### src/rtl/cpu_pkg.sv
// Shared definitions for the 8-bit accumulator CPU.
// Holds the instruction-cycle encodings, the opcode constants and a helper that
// says which cycle/opcode combinations issue a memory access. Used by the ALU
// and by cpu_sequencer.
package cpu_pkg;

    typedef enum logic [1:0] {
        FETCH  = 2'b00,
        DECODE = 2'b01,
        EXEC_A = 2'b10,
        EXEC_B = 2'b11
    } state_e;

    localparam logic [2:0] OP_ADD   = 3'b000;
    localparam logic [2:0] OP_SUB   = 3'b001;
    localparam logic [2:0] OP_NAND  = 3'b010;
    localparam logic [2:0] OP_SHIFT = 3'b011;
    localparam logic [2:0] OP_LD    = 3'b100;
    localparam logic [2:0] OP_ST    = 3'b101;
    localparam logic [2:0] OP_JMP   = 3'b110;
    localparam logic [2:0] OP_JZC   = 3'b111;

    // True when the given cycle of the given opcode talks to memory.
    function automatic logic is_mem_phase(state_e st, logic [2:0] op);
        logic mem;
        mem = 1'b0;
        case (st)
            FETCH:   mem = 1'b1;
            DECODE:  mem = 1'b0;
            EXEC_A:  mem = (op == OP_LD);
            EXEC_B:  mem = (op[2] == 1'b0) || (op == OP_ST);
            default: mem = 1'b0;
        endcase
        return mem;
    endfunction

endpackage

### src/rtl/seq_wait_timer.sv
// Memory wait timer for the sequencer.
// Counts stalled cycles of the current memory access; tc flags the cycle in which
// one more stall would reach MAX_WAIT stalled cycles.
// Ports:
//   tclk   clock, rising edge
//   reset  asynchronous, active-high
//   clear  zero the count (no access pending, or access completing)
//   inc    count one stalled cycle
//   tc     terminal count: count == MAX_WAIT-1
module seq_wait_timer #(
    parameter int unsigned MAX_WAIT = 15
) (
    input  logic tclk,
    input  logic reset,
    input  logic clear,
    input  logic inc,
    output logic tc
);

    logic [7:0] count_q;

    always_ff @(posedge tclk or posedge reset) begin
        if (reset) begin
            count_q <= 8'd0;
        end else if (clear) begin
            count_q <= 8'd0;
        end else if (inc) begin
            count_q <= count_q + 8'd1;
        end
    end

    assign tc = (count_q == 8'(MAX_WAIT - 1));

endmodule

### src/rtl/cpu_sequencer.sv
// Instruction sequencer for the 8-bit accumulator CPU.
// Owns PC, IR and the FETCH/DECODE/EXEC_A/EXEC_B cycle, issues memory requests
// with a ready handshake, resolves jumps and detects self-jump halt and bus timeout.
// Ports:
//   tclk, reset     clock (rising) and asynchronous active-high reset
//   d_bus           data bus, loaded into IR when FETCH completes
//   c, z            ALU carry / zero flags, sampled in DECODE for JZC
//   mem_ready       memory completes the pending access this cycle
//   state           current instruction cycle
//   instruction     IR: [7:5] opcode, [4:0] operand address
//   pc              program counter
//   mem_req/we/addr registered memory request, write strobe and address
//   halted, bus_err sticky halt and timeout indications
module cpu_sequencer
    import cpu_pkg::*;
#(
    parameter int unsigned ADDR_W   = 5,
    parameter int unsigned RESET_PC = 0,
    parameter int unsigned MAX_WAIT = 15
) (
    input  logic              tclk,
    input  logic              reset,
    input  logic [7:0]        d_bus,
    input  logic              c,
    input  logic              z,
    input  logic              mem_ready,
    output logic [1:0]        state,
    output logic [7:0]        instruction,
    output logic [ADDR_W-1:0] pc,
    output logic              mem_req,
    output logic              mem_we,
    output logic [ADDR_W-1:0] mem_addr,
    output logic              halted,
    output logic              bus_err
);

    state_e              state_q, state_d;
    logic [7:0]          ir_q, ir_d;
    logic [ADDR_W-1:0]   pc_q, pc_d;
    logic                req_q, req_d;
    logic                we_q, we_d;
    logic [ADDR_W-1:0]   addr_q, addr_d;
    logic                halted_q, halted_d;
    logic                bus_err_q, bus_err_d;

    logic [2:0]          op;
    logic [ADDR_W-1:0]   target;
    logic [ADDR_W-1:0]   pc_prev;
    logic                stall;
    logic                advance;
    logic                wait_tc;
    logic                jump_taken;

    assign op      = ir_q[7:5];
    assign target  = ADDR_W'(ir_q[4:0]);
    assign pc_prev = pc_q - ADDR_W'(1);
    assign stall   = req_q & ~mem_ready;
    // A memory phase only moves on when its own request was out and acknowledged;
    // this also covers the first cycle after reset, before the request is raised.
    assign advance = is_mem_phase(state_q, op) ? (req_q & mem_ready) : 1'b1;
    assign jump_taken = (op == OP_JMP) || ((op == OP_JZC) && (z | c));

    seq_wait_timer #(
        .MAX_WAIT(MAX_WAIT)
    ) u_wait_timer (
        .tclk  (tclk),
        .reset (reset),
        .clear (~stall),
        .inc   (stall),
        .tc    (wait_tc)
    );

    always_comb begin
        state_d   = state_q;
        ir_d      = ir_q;
        pc_d      = pc_q;
        halted_d  = halted_q;
        bus_err_d = bus_err_q;

        if (!halted_q) begin
            // A ready in the terminal cycle wins because tc only matters on a stall.
            if (stall && wait_tc) begin
                bus_err_d = 1'b1;
                halted_d  = 1'b1;
            end else if (advance) begin
                unique case (state_q)
                    FETCH: begin
                        ir_d    = d_bus;
                        pc_d    = pc_q + ADDR_W'(1);
                        state_d = DECODE;
                    end
                    DECODE: begin
                        if (jump_taken) begin
                            pc_d    = target;
                            state_d = FETCH;
                            // pc already points past the jump, so pc-1 is its own address.
                            if (target == pc_prev) begin
                                halted_d = 1'b1;
                            end
                        end else if (op == OP_JZC) begin
                            state_d = FETCH;
                        end else begin
                            state_d = EXEC_A;
                        end
                    end
                    EXEC_A: state_d = EXEC_B;
                    EXEC_B: state_d = FETCH;
                endcase
            end
        end

        // Request outputs are registered from the next cycle's state.
        req_d  = ~halted_d && is_mem_phase(state_d, ir_d[7:5]);
        we_d   = req_d && (state_d == EXEC_B) && (ir_d[7:5] == OP_ST);
        addr_d = addr_q;
        if (req_d) begin
            addr_d = (state_d == FETCH) ? pc_d : ADDR_W'(ir_d[4:0]);
        end
    end

    always_ff @(posedge tclk or posedge reset) begin
        if (reset) begin
            state_q   <= FETCH;
            ir_q      <= 8'h00;
            pc_q      <= ADDR_W'(RESET_PC);
            req_q     <= 1'b0;
            we_q      <= 1'b0;
            addr_q    <= '0;
            halted_q  <= 1'b0;
            bus_err_q <= 1'b0;
        end else begin
            state_q   <= state_d;
            ir_q      <= ir_d;
            pc_q      <= pc_d;
            req_q     <= req_d;
            we_q      <= we_d;
            addr_q    <= addr_d;
            halted_q  <= halted_d;
            bus_err_q <= bus_err_d;
        end
    end

    assign state       = state_q;
    assign instruction = ir_q;
    assign pc          = pc_q;
    assign mem_req     = req_q;
    assign mem_we      = we_q;
    assign mem_addr    = addr_q;
    assign halted      = halted_q;
    assign bus_err     = bus_err_q;

endmodule

### config.mk
export PLATFORM = sky130hd
export DESIGN_NAME = cpu_sequencer
export DESIGN_NICKNAME = d
export VERILOG_FILES = /design/src/rtl/cpu_pkg.sv /design/src/rtl/seq_wait_timer.sv /design/src/rtl/cpu_sequencer.sv
export SDC_FILE = /design/constraint.sdc
export NUM_CORES = 1
export LEC_CHECK = 0
export BUFFER_PORTS_ARGS = -buffer_cell sky130_fd_sc_hd__buf_2
export CORE_MARGIN = 4
export CORE_UTILIZATION = 40
export DETAILED_ROUTE_END_ITERATION = 6
export SLEW_MARGIN = 5
export SYNTH_ARGS = -nofsm -noshare
export SYNTH_HDL_FRONTEND = slang
export SYNTH_SLANG_ARGS = --single-unit
### constraint.sdc
create_clock -name tclk -period 5.24 [get_ports tclk]
set_input_delay 1.048 -clock tclk [delete_from_list [all_inputs] [get_ports tclk]]
set_output_delay 1.048 -clock tclk [all_outputs]
set_load 0.005 [all_outputs]
* Word-level counts from Yosys, hierarchy flattened *
Cells that the tools add are included.
W data, S select, Z words.

word-level totals
  bits of input ports = 13
  bits in registers = 32
  output and inout bits = 24
  word-level logic and storage cells = 71

cells by class
  eq/ne operators = 14
  bitwise gates (word level) = 8
  multiplexer cells = 26
  $add $sub $neg = 3
  reductions and logical operators = 11

operator list
  cell                   number
  $mux W8                5
  $mux W5                5
  $eq A3 B3 Y1 const B   6
  $mux W2                5
  $pmux W5 S2            1
  $add A8 B1 Y8 const B  1
  $eq A2 B2 Y1 const B   4
  $eq A8 B4 Y1 const B   1
  $pmux W1 S4            2
  $pmux W2 S4            1
  $mux W1                7
  $add A5 B1 Y5 const B  1
  $eq A5 B5 Y1           1
  $logic_and A1 B1 Y1    5
  $not A1 Y1             5
  $sub A5 B1 Y5 const B  1
  $eq A2 B1 Y1 const B   2
  $logic_not A2 Y1       2
  $logic_or A1 B1 Y1     3
  $and A1 B1 Y1          2
  $reduce_and A2 Y1      1
  $or A1 B1 Y1           1

* Longest topological paths before layout *
Gate-level depths: netlist of the first run.

  depth in word-level cells = 13
  depth in mapped cells = 9
  mapped depth without buffers = 8

* Cells and area by module *
Synthesis of the first run repeated with hierarchy kept, for this count alone.

second synthesis, totals
  cells, all modules = 199
  area, all modules = 1956.9 um2

by module, submodules not included
  module          times used  sequential area each (um2)  area each (um2)  cells each
  cpu_sequencer   1           600.6                       1530.2           157
  seq_wait_timer  1           200.2                       426.7            42

* Worst setup path after synthesis of the first run *
OpenSTA, ideal clock, no wires.

  path kind = in2reg
  start = input mem_ready
  end = register addr_q[0] (netlist: mem_addr[0])
  data required time = 5097 ps
  buffers on the path = 1
  arrival = 2580 ps
  library setup time = 143 ps
  stages on the path = 7
  slack = 2517 ps
  cell sequence = and2_0 -> and3b_1 -> buf_6 -> mux2i_1 -> or4b_4 -> a211oi_4 -> a221oi_2

on the way
  word-level cells in the longest chain between the ends = 9
  elaborated cells between the ends (all ways) = 29
  those cells by class = eq/ne: 5; mux: 15; bitwise: 5; reduce/logical: 4

RTL lines
  element                                         line                                      text
  from (decl)                                     cpu_sequencer.sv:26                       input logic mem_ready,
  $and A1 B1 Y1 or $not A1 Y1 (tied branches)     cpu_sequencer.sv:60, cpu_sequencer.sv:57
  $mux W1 or $and A1 B1 Y1 (tied branches)        cpu_sequencer.sv:60, cpu_sequencer.sv:57
  $mux W8 or $logic_and A1 B1 Y1 (tied branches)  cpu_sequencer.sv:85, cpu_sequencer.sv:82
  $mux W8                                         cpu_sequencer.sv:82                       if (stall && wait_tc) begin
  $mux W8                                         cpu_sequencer.sv:80                       if (!halted_q) begin
  $eq A3 B3 Y1 or $not A1 Y1 (tied branches)      cpu_pkg.sv:31                             EXEC_B: mem = (op[2] == 1'b0) || (op == OP_ST);
  $logic_or A1 B1 Y1                              cpu_pkg.sv:31
  $pmux W1 S4                                     cpu_pkg.sv:27                             case (st)
  $logic_and A1 B1 Y1                             cpu_sequencer.sv:113                      req_d = ~halted_d && is_mem_phase(state_d, ir_d[7:5]);
  to (signal assigned)                            cpu_sequencer.sv:137                      addr_q <= addr_d;
  to (decl)                                       cpu_sequencer.sv:42                       logic [ADDR_W-1:0] addr_q, addr_d;

Parallel ways exist; a longest one is shown, timed or not.
A chain may end at the register's enable or synchronous reset.

* Worst setup path in the final report of the first run *
  start = input mem_ready
  end = register addr_q[3] (netlist: mem_addr[3])

The elaborated chain is that of the path after synthesis.

==> reports/qor.txt, run 1 <==
Critical Path Sink - mem_addr[3]
placed instance area - 0.002217 mm^2
DR WL met2 - 2005 um
worst min-delay path category - reg2reg
Final Cell Area - 0.002344 mm^2
worst-path fanout max - 10
routed wl met3 - 259 um
status - complete, no violations
Most used DFF post-synth - dfrtp_1
CTS tree - built
Critical Path End Type - flip-flop
max-capacitance violation count - 0
core area - 0.004755 mm^2
Synth async-reset ratio - 1.000
total CTS buffers - 5
Pwr Total - 1.585 mW
metal1 wirelength - 2143 um
hold path cells - 1
synth warn - 0
CTS root buffer - clkbuf_8
vias post-DR - 1,607
CTS clk-pin slew, worst paths - 70 ps
total global-route track usage - 0.1556
clock sinks - 32
clk_lat worst skew - 280 ps
initial drt markers - 176
DIE HEIGHT - 78.48 um
fmax - 0.3294 GHz
syn_nets - 216
Post-CTS Setup Inserts - 0
Critical Path RT - 5380 ps
largest net degree at the start of global routing - 33
most frequent cells in the layout - buf_2, dfrtp_1, inv_1
critical path launch point type - input pin
drt wl/cell - 14.79 um
Final nets - 252
FILL cells - 483
Reg2Reg Launch Point - state[0]
Reg2Reg Setup Slack - 2370 ps
Overflow after GRT - 0
Ports - 37
Mapped Cells - 199
#FFs+latches synth - 32
H-tree depth - 2
ANT cells - 0
vias in the first global route - 1,503
Detail Route Antenna Nets - 0
mapped cell area - 0.001987 mm^2
Setup TNS Final - 0 ps
FP Rows - 25
Yosys cell types - 52
Setup Skew - 3.287 ps
R2R depth - 6
Initial Util - 0.4179
CP startpoint - mem_ready
Via density - 5.304
syn avg cell area - 9.984 um^2
Arr. time, crit path - 3180 ps
leak pwr - 1.068 nW
beginning of the worst hold path - bus_err
DR top layer - met4
IO Port Bufs - 36
first-pass GRT wire length - 7493 um
critical path class - in2reg
post_cts resized - 0
post-synthesis sequential area ratio - 0.4030
initial antenna violation count - 0
Detail Placement HPWL - 3276 um
layout cell share with drive strength beyond 1 - 0.2839
min Tclk post-route - 3036 ps
final wirelength - 4480 um
RSZ-0062 raised after global routing - no
cts hold-fix bufs - 0
max-slew violations - 0
die area - 0.006159 mm^2
worst r2r dst - mem_addr[3]
Power Density - 676.2 mW/mm^2
final hold violation count - 0
Layout Area Growth over Synthesis - 17.95%
commonest non-fill, non-tap cell in the layout - buf_2
EDFF count, synth - 0
Final Wtd Congestion - 0.8870
DRC viols - 0
# setup viols final - 0
max_slew headroom - 0.5794
Slew @ Worst Pin - 630.9 ps
Chip Width - 78.48 um
Final period util - 0.5794
deepest clock path buffer count - 2
drt pass-1 iters - 4
Max VDD drop - 295.1 uV
worst max-delay path, stage by stage:
cell and delay, ps:
buf_2 100, and2_0 140, and3b_1 580, mux2i_1 290, or4b_4 500, a211oi_4 420
a221oi_2 100
metrics by stage:
step	cells	utilization	hold slack, ps	setup WS [ps]
6_report	303	0.4929	481.4	2204
5_1_grt	303	0.4929	515.1	2064
4_1_cts	303	0.4929	481.0	2211
3_5_place_dp	295	0.4663	460.8	1908
3_3_place_gp	295	0.4663	455.4	2003
2_1_floorplan	199	-	446.2	2517
synthesized netlist by cell type (5+ instances only):
| master | number | area share |
|---|---|---|
| a21oi_1 | 9 | 0.023 |
| dfrtp_1 | 32 | 0.40 |
| inv_1 | 20 | 0.038 |
| a221oi_2 | 6 | 0.045 |
| nand3_1 | 10 | 0.025 |
| nor2_1 | 18 | 0.034 |
| xnor2_1 | 6 | 0.026 |
| nand2_1 | 5 | 0.0094 |
| xor2_1 | 6 | 0.026 |
| mux2i_1 | 8 | 0.040 |
| nor3_1 | 14 | 0.035 |
cell type report:
class | count | area [um^2] | share of cell area
multi-input combinational | 139 | 1070 | 0.4565
sequential | 32 | 800.8 | 0.3417
timing repair buffer | 37 | 187.7 | 0.08009
clock buffer | 7 | 96.34 | 0.04111
tap | 67 | 83.83 | 0.03577
inverter | 20 | 75.07 | 0.03203
clock inverter | 1 | 30.03 | 0.01281
sequential cells by signal, summed over array words and instances, names as in the netlist:
signal and flops:
bus_err 1, halted 1, instruction 8, mem_addr 5, mem_req 1, mem_we 1
pc 5, state 2, u_wait_timer.count_q 8
cell families after synthesis:
logic type	after synthesis	synth area share
xor+xnor	12	0.05290
flops	32	0.4030
mux	12	0.06297
buf+inv	28	0.05856
compound gates	39	0.1807
fa+ha+maj	4	0.02519
simple gates	72	0.2166
worst min path at each step:
stage	end	slack, ps
after detailed placement	bus_err	460
after CTS	bus_err	480
final	bus_err	480
after global routing	u_wait_timer.count_q[0]	520
after floorplan	u_wait_timer.count_q[0]	450
after global placement	bus_err	460
power by group:
part	switching, mW	leakage, nW	total (mW)	internal, mW
clock	0.0910	0.0645	0.259	0.168
combinational	0.469	0.603	0.847	0.378
sequential	0.140	0.401	0.479	0.339
total	0.700	1.07	1.58	0.884
layer usage:
metal / vias up / track usage
li1: 777 / -
met2: 49 / 0.2286
met4: 0 / 0.07343
met5: - / 0
met1: 776 / 0.2175
met3: 5 / 0.03211
(Power assumes the default switching activity.)
==> run 2: changes to the inputs <==
--- a/config.mk
+++ b/config.mk
@@ -5,6 +5,7 @@
 export SDC_FILE = /design/constraint.sdc
 export NUM_CORES = 1
 export LEC_CHECK = 0
+export ABC_AREA = 1
 export BUFFER_PORTS_ARGS = -buffer_cell sky130_fd_sc_hd__buf_2
 export CORE_MARGIN = 4
 export CORE_UTILIZATION = 40
==> constraint.sdc (replaced) <==
create_clock -name tclk -period 2.9 [get_ports tclk]
set_input_delay 0.58 -clock tclk [delete_from_list [all_inputs] [get_ports tclk]]
set_output_delay 0.58 -clock tclk [all_outputs]
set_load 0.005 [all_outputs]
==> reports/qor.txt, run 2 <==
Final Wtd Congestion - 0.8792 (was 0.8870)
first-pass GRT wire length - 8211 um (was 7493 um)
largest net degree at the start of global routing - 33 (unchanged)
mapped cell area - 0.001968 mm^2 (was 0.001987 mm^2)
Via density - 4.793 (was 5.304)
#FFs+latches synth - 32 (unchanged)
# setup viols final - 0 (unchanged)
R2R depth - 14 (was 6)
vias post-DR - 1,759 (was 1,607)
cts hold-fix bufs - 0 (unchanged)
fmax - 0.4767 GHz
Critical Path Sink - mem_addr[2] (was mem_addr[3])
Slew @ Worst Pin - 405.4 ps (was 630.9 ps)
Most used DFF post-synth - dfrtp_1 (unchanged)
GR Util met2 - 0.2337 (was 0.2286)
Reg2Reg Launch Point - state[1] (was state[0])
RSZ-0062 raised after global routing - no (unchanged)
Final Cell Area - 0.002312 mm^2 (was 0.002344 mm^2)
CTS tree - built (unchanged)
Critical Path RT - 3070 ps (was 5380 ps)
Setup WS post-layout - 802.2 ps (was 2204 ps)
most frequent cells in the layout - nand2_1, inv_1, buf_2 (was buf_2, dfrtp_1, inv_1)
worst min-delay path category - in2async (was reg2reg)
Synth async-reset ratio - 1.000 (unchanged)
Yosys top cell area share - 0.4069 (was 0.4030)
Setup Skew - 2.116 ps (was 3.287 ps)
total global-route track usage - 0.1679 (was 0.1556)
final hold violation count - 0 (unchanged)
largest stage delay on the critical path - 470 ps (was 580 ps)
Chip Width - 78.15 um (was 78.48 um)
Synth top cells by count - nand2_1, inv_1, dfrtp_1, o21ai_0, nand3_1 (was dfrtp_1, inv_1, nor2_1, nor3_1, nand3_1)
vias in the first global route - 1,665 (was 1,503)
Final period util - 0.7234
worst-path cell chain - nor2_4 > inv_4 > nand3_4 > nand2_8 > nand2_4 > nand2_1 > nand2_2 > nand3_4 > inv_2 > nor2_4 > nand2_4 > nand2_4 > nand2_1 > nand2_1 (was buf_2 > and2_0 > and3b_1 > mux2i_1 > or4b_4 > a211oi_4 > a221oi_2)
H-tree depth - 2 (unchanged)
Critical Path End Type - flip-flop (unchanged)
Detail Placement HPWL - 3557 um (was 3276 um)
clock sinks - 32 (unchanged)
grt met3 use - 0.03899 (was 0.03211)
Hold WS - 377.6 ps (was 481.4 ps)
total CTS buffers - 5 (unchanged)
drt wl/cell - 12.60 um (was 14.79 um)
FP Rows - 25 (unchanged)
multi-input logic area - 0.001006 mm^2 (was 0.001070 mm^2)
leak pwr - 1.239 nW (was 1.068 nW)
initial antenna violation count - 0 (unchanged)
max_slew headroom - 0.7297 (was 0.5794)
Mapped Cells - 257 (was 199)
syn avg cell area - 7.658 um^2 (was 9.984 um^2)
Max VDD drop - 564.1 uV (was 295.1 uV)
status - complete, no violations (unchanged)
Post-CTS Setup Inserts - 0 (unchanged)
drt pass-1 iters - 4 (unchanged)
CP startpoint - state[1] (was mem_ready)
critical path launch point type - flip-flop (was input pin)
pre-CTS setup slack - 660.2 ps (was 1908 ps)
GR Layer Usage met1 - 0.2599 (was 0.2175)
initial drt markers - 181 (was 176)
CTS clk-pin slew, worst paths - 60 ps (was 70 ps)
Detail Route Antenna Nets - 0 (unchanged)
top post-synthesis cells by area - dfrtp_1, nand2_1, inv_1 (was dfrtp_1, a221oi_2, mux2i_1)
IO Port Bufs - 36 (unchanged)
commonest non-fill, non-tap cell in the layout - nand2_1 (was buf_2)
final wirelength - 4625 um (was 4480 um)
post_cts resized - 0 (unchanged)
critical path class - reg2reg (was in2reg)
top-count cell post-synth - nand2_1 (was dfrtp_1)
Register Area - 800.8 um^2 (unchanged)
EDFF count, synth - 0 (unchanged)
DRC viols - 0 (unchanged)
min Tclk post-route - 2098 ps
max-slew violations - 0 (unchanged)
post-synthesis sequential area ratio - 0.4069 (was 0.4030)
Initial Util - 0.4139 (was 0.4179)
Setup TNS Final - 0 ps (unchanged)
FILL cells - 502 (was 483)
die area - 0.006107 mm^2 (was 0.006159 mm^2)
synth warn - 0 (unchanged)
layout cell share with drive strength beyond 1 - 0.2467 (was 0.2839)
placed instance area - 0.002235 mm^2 (was 0.002217 mm^2)
Arr. time, crit path - 2260 ps (was 3180 ps)
worst-path fanout max - 9 (was 10)
clk_lat worst skew - 270 ps (was 280 ps)
Power Density - 1225 mW/mm^2 (was 676.2 mW/mm^2)
max-capacitance violation count - 0 (unchanged)
grt peak-use layer - met1 (was met2)
Yosys cell types - 30 (was 52)
core area - 0.004755 mm^2 (unchanged)
Overflow after GRT - 0 (unchanged)
crit path max-delay cell type - dfrtp_1 (was and3b_1)
syn_nets - 274 (was 216)
Pwr Total - 2.832 mW (was 1.585 mW)
Reg2Reg Setup Slack - 800 ps (was 2370 ps)
CTS root buffer - clkbuf_8 (unchanged)
Synth area leader - dfrtp_1 (unchanged)
Final nets - 317 (was 252)
worst r2r dst - mem_addr[2] (was mem_addr[3])
Ports - 37 (unchanged)
Layout Area Growth over Synthesis - 17.48% (was 17.95%)
ANT cells - 0 (unchanged)
DIE HEIGHT - 78.15 um (was 78.48 um)
deepest clock path buffer count - 2 (unchanged)
## run 2: power breakdown
| group | total (mW) | switching, mW | internal, mW |
|---|---|---|---|
| combinational | 1.71 | 1.10 | 0.612 |
| clock | 0.311 | 0.148 | 0.163 |
| sequential | 0.809 | 0.200 | 0.609 |
| total | 2.83 | 1.45 | 1.38 |
## run 2: cells by family (layout without fill, tap and decap cells)
| group | count (synthesis) | after routing | synth area share |
|---|---|---|---|
| AOI/OAI and AO/OA | 34 | 34 | 0.1036 |
| xor gates and xnor gates | 6 | 6 | 0.02671 |
| adders and majority gates | 4 | 4 | 0.02543 |
| buffers and inverters | 42 | 85 | 0.08201 |
| DFF | 32 | 32 | 0.4069 |
| and+or+nand+nor | 139 | 139 | 0.3554 |
## run 2: routing by layer
layer  vias to the layer above  wire (um)
met2                        54       1872
li1                        903          -
met1                       796       2386
met3                         6        312
met4                         0         54
met5                         -          0
## run 2: worst min-delay path by stage
stage                                 start                      end  slack (ps)  cells after the start
finish                                reset              mem_addr[3]         380                      3
global route                          reset              mem_addr[3]         440                      3
CTS                                   reset              mem_addr[3]         390                      3
detailed placement              mem_addr[4]              mem_addr[4]         460                      2
global placement                    bus_err                  bus_err         460                      1
floorplan           u_wait_timer.count_q[0]  u_wait_timer.count_q[0]         450                      1
## run 2: layout make-up
| type | instances | share of cell area |
|---|---|---|
| Multi-Input combinational cell | 183 | 0.4351 |
| Clock inverter | 1 | 0.002164 |
| Tap cell | 67 | 0.03626 |
| Timing Repair Buffer | 37 | 0.08117 |
| Inverter | 41 | 0.06764 |
| Sequential cell | 32 | 0.3463 |
| Clock buffer | 6 | 0.03139 |
## run 2: stage by stage
| step | cells | utilization |
|---|---|---|
| 3_5_place_dp | 360 | 0.4700 |
| 6_report | 367 | 0.4863 |
| 3_3_place_gp | 360 | 0.4700 |
| 4_1_cts | 367 | 0.4863 |
| 5_1_grt | 367 | 0.4863 |
| 2_1_floorplan | 257 | - |
## run 2: critical path, delay by kind of cell (launching register included)
family	cells	cell delay, ps
flip-flops	1	470
buffers and inverters	2	240
AND/OR/NAND/NOR	12	1250
==> run 3: changes to the inputs <==
==> constraint.sdc (replaced) <==
create_clock -name tclk -period 1.8 [get_ports tclk]
set_input_delay 0.36 -clock tclk [delete_from_list [all_inputs] [get_ports tclk]]
set_output_delay 0.36 -clock tclk [all_outputs]
set_load 0.005 [all_outputs]
==> reports/qor.txt, run 3 (synthesis results as in run 2) <==
most used cell, CP - nand2_2
Final nets - 365 (was 317)
DRC viols - 0 (unchanged)
clock sinks - 32 (unchanged)
P_int - 2.980 mW (was 1.384 mW)
Max VDD drop - 1136 uV (was 564.1 uV)
worst-path fanout max - 6 (was 9)
initial antenna violation count - 0 (unchanged)
Critical Path RT - 1960 ps (was 3070 ps)
Detail Placement HPWL - 3993 um (was 3557 um)
IO Port Bufs - 36 (unchanged)
max-slew violations - 0 (unchanged)
Arr. time, crit path - 2020 ps (was 2260 ps)
total CTS buffers - 5 (unchanged)
max-capacitance violation count - 0 (unchanged)
vias post-DR - 1,862 (was 1,759)
DIE HEIGHT - 78.15 um (unchanged)
Via density - 4.476 (was 4.793)
Sequential Power Share - 0.218 (was 0.286)
Reg2Reg Setup Slack - -50 ps (was 800 ps)
CTS tree - built (unchanged)
Power Density - 2005 mW/mm^2 (was 1225 mW/mm^2)
Chip Width - 78.15 um (unchanged)
Clock Power Share - 0.100 (was 0.110)
H-tree depth - 2 (unchanged)
die area - 0.006107 mm^2 (unchanged)
most frequent cells in the layout - nand2_1, buf_4, buf_2 (was nand2_1, inv_1, buf_2)
cts hold-fix bufs - 0 (unchanged)
final wirelength - 4917 um (was 4625 um)
leak pwr - 1.491 nW (was 1.239 nW)
layout cell share with drive strength beyond 1 - 0.4069 (was 0.2467)
R2R depth - 15 (was 14)
first-pass GRT wire length - 8211 um (unchanged)
Detail Route Antenna Nets - 0 (unchanged)
critical path launch point type - flip-flop (unchanged)
Reg2Reg Launch Point - u_wait_timer.count_q[1] (was state[1])
ANT cells - 0 (unchanged)
worst min-delay path category - in2async (unchanged)
core area - 0.004755 mm^2 (unchanged)
largest stage delay on the critical path - 390 ps (was 470 ps)
max_slew headroom - 0.7437 (was 0.7297)
worst r2r dst - mem_addr[0] (was mem_addr[2])
deepest clock path buffer count - 2 (unchanged)
switching share of power - 0.4657 (was 0.5113)
initial drt markers - 77 (was 181)
worst-path cell chain - ha_2 > inv_2 > nor2_4 > a21oi_4 > nand2_4 > nor2_4 > nand2_2 > nand2_2 > nand2_2 > nand2_2 > nand2_2 > nand2_4 > nand2_4 > nand2_1 > nand2_1 (was nor2_4 > inv_4 > nand3_4 > nand2_8 > nand2_4 > nand2_1 > nand2_2 > nand3_4 > inv_2 > nor2_4 > nand2_4 > nand2_4 > nand2_1 > nand2_1)
CTS clk-pin slew, worst paths - 70 ps (was 60 ps)
P_sw - 2.597 mW (was 1.448 mW)
FP Rows - 25 (unchanged)
status - finished, violations left (was complete, no violations)
Final period util - 1.029 (was 0.7234)
total global-route track usage - 0.1679 (about the same)
clk_lat worst skew - 270 ps (about the same)
Ports - 37 (unchanged)
drt wl/cell - 11.82 um (was 12.60 um)
Final Util - 0.5850 (was 0.4863)
failing checks - negative setup slack
crit path max-delay cell type - dfrtp_1 (unchanged)
fmax - 0.5396 GHz (was 0.4767 GHz)
Overflow after GRT - 0 (unchanged)
final hold violation count - 0 (unchanged)
Layout Area Growth over Synthesis - 41.32% (was 17.48%)
CTS root buffer - clkbuf_8 (unchanged)
min Tclk post-route - 1853 ps (was 2098 ps)
cell count after placement - 405 (was 360)
Setup WS post-layout - -53.08 ps (was 802.2 ps)
Setup Skew - 8.548 ps (was 2.116 ps)
largest net degree at the start of global routing - 13 (was 33)
Final Wtd Congestion - 0.8684 (was 0.8792)
RSZ-0062 raised after global routing - yes (was no)
Slew @ Worst Pin - 384.1 ps (was 405.4 ps)
commonest non-fill, non-tap cell in the layout - nand2_1 (unchanged)
drt pass-1 iters - 4 (unchanged)
pre-CTS setup slack - -136.8 ps (was 660.2 ps)
critical path class - reg2reg (unchanged)
Initial Util - 0.4139 (unchanged)
# setup viols final - 6 (was 0)
Comb power frac - 0.681 (was 0.604)
Critical Path End Type - flip-flop (unchanged)
vias in the first global route - 1,807 (was 1,665)
Pwr Total - 5.577 mW (was 2.832 mW)
Non-Filler Instances - 416 (was 367)
==> run 3: cell count changes in the layout (fill, tap and decap cells not counted), sizes merged <==
cell | before | now
clkbuf | 6 | 8
buf | 37 | 85
clkinv | 1 | 0
==> run 3: cell type report <==
| type | count | area [um^2] |
|---|---|---|
| repair buffers | 85 | 548.0 |
| inverters | 41 | 156.4 |
| flip-flops and latches | 32 | 802.0 |
| clock buffers | 8 | 90.09 |
| multi-input cells | 183 | 1101 |
| well taps | 67 | 83.83 |
| fillers | 456 | 1973 |
==> run 3: what timing repair did <==
item,4_1_cts,5_1_grt
endpoints found under the setup margin,8,8
pin swaps,10,2
gates resized for setup,15,12
setup buffers,2,1
==> run 3: worst max-delay path: cells and delay by family (launching register included) <==
kind	cells	cell delay, ps
AND/OR/NAND/NOR	12	860
adder cells (fa/ha/maj)	1	180
buffers and inverters	1	60
AO/OA/AOI/OAI	1	250
flip-flops	1	390
==> run 3: through the flow <==
| stage | hold WS (ps) | setup TNS, ps | instance area, um^2 |
|---|---|---|---|
| 6_report | 48.99 | -248.2 | 2781 |
| 5_1_grt | 82.19 | -1108 | 2781 |
| 4_1_cts | 53.16 | -248.2 | 2734 |
| 3_5_place_dp | 350.6 | -684.3 | 2582 |
| 3_3_place_gp | 353.8 | -726.3 | 2582 |
| 2_1_floorplan | 451.9 | 0 | 1978 |
==> run 3: worst max-delay path by stage <==
stage,startpoint,end,depth (start not counted)
final,u_wait_timer.count_q[1],mem_addr[0],15
after global routing,u_wait_timer.count_q[1],mem_addr[4],15
after CTS,u_wait_timer.count_q[1],mem_addr[2],15
after detailed placement,u_wait_timer.count_q[0],mem_addr[4],15
after global placement,u_wait_timer.count_q[0],mem_addr[2],15
after floorplan,pc[0],mem_addr[0],10
==> run 3: power by group through the flow <==
stage	Clock (mW)	Sequential (mW)	Combinational, mW
2_1_floorplan	0	1.26	2.07
3_3_place_gp	0	1.22	3.49
3_5_place_dp	0	1.22	3.50
4_1_cts	0.571	1.20	3.66
5_1_grt	0.595	1.25	4.27
6_report	0.559	1.22	3.80
==> run 3: metal layers <==
layer | track usage | up-vias | part of all wire
li1 | - | 997 | -
met1 | 0.2304 | 832 | 0.50
met2 | 0.2663 | 27 | 0.46
met3 | 0.02752 | 6 | 0.032
met4 | 0.06294 | 0 | 0.015
met5 | 0 | - | 0
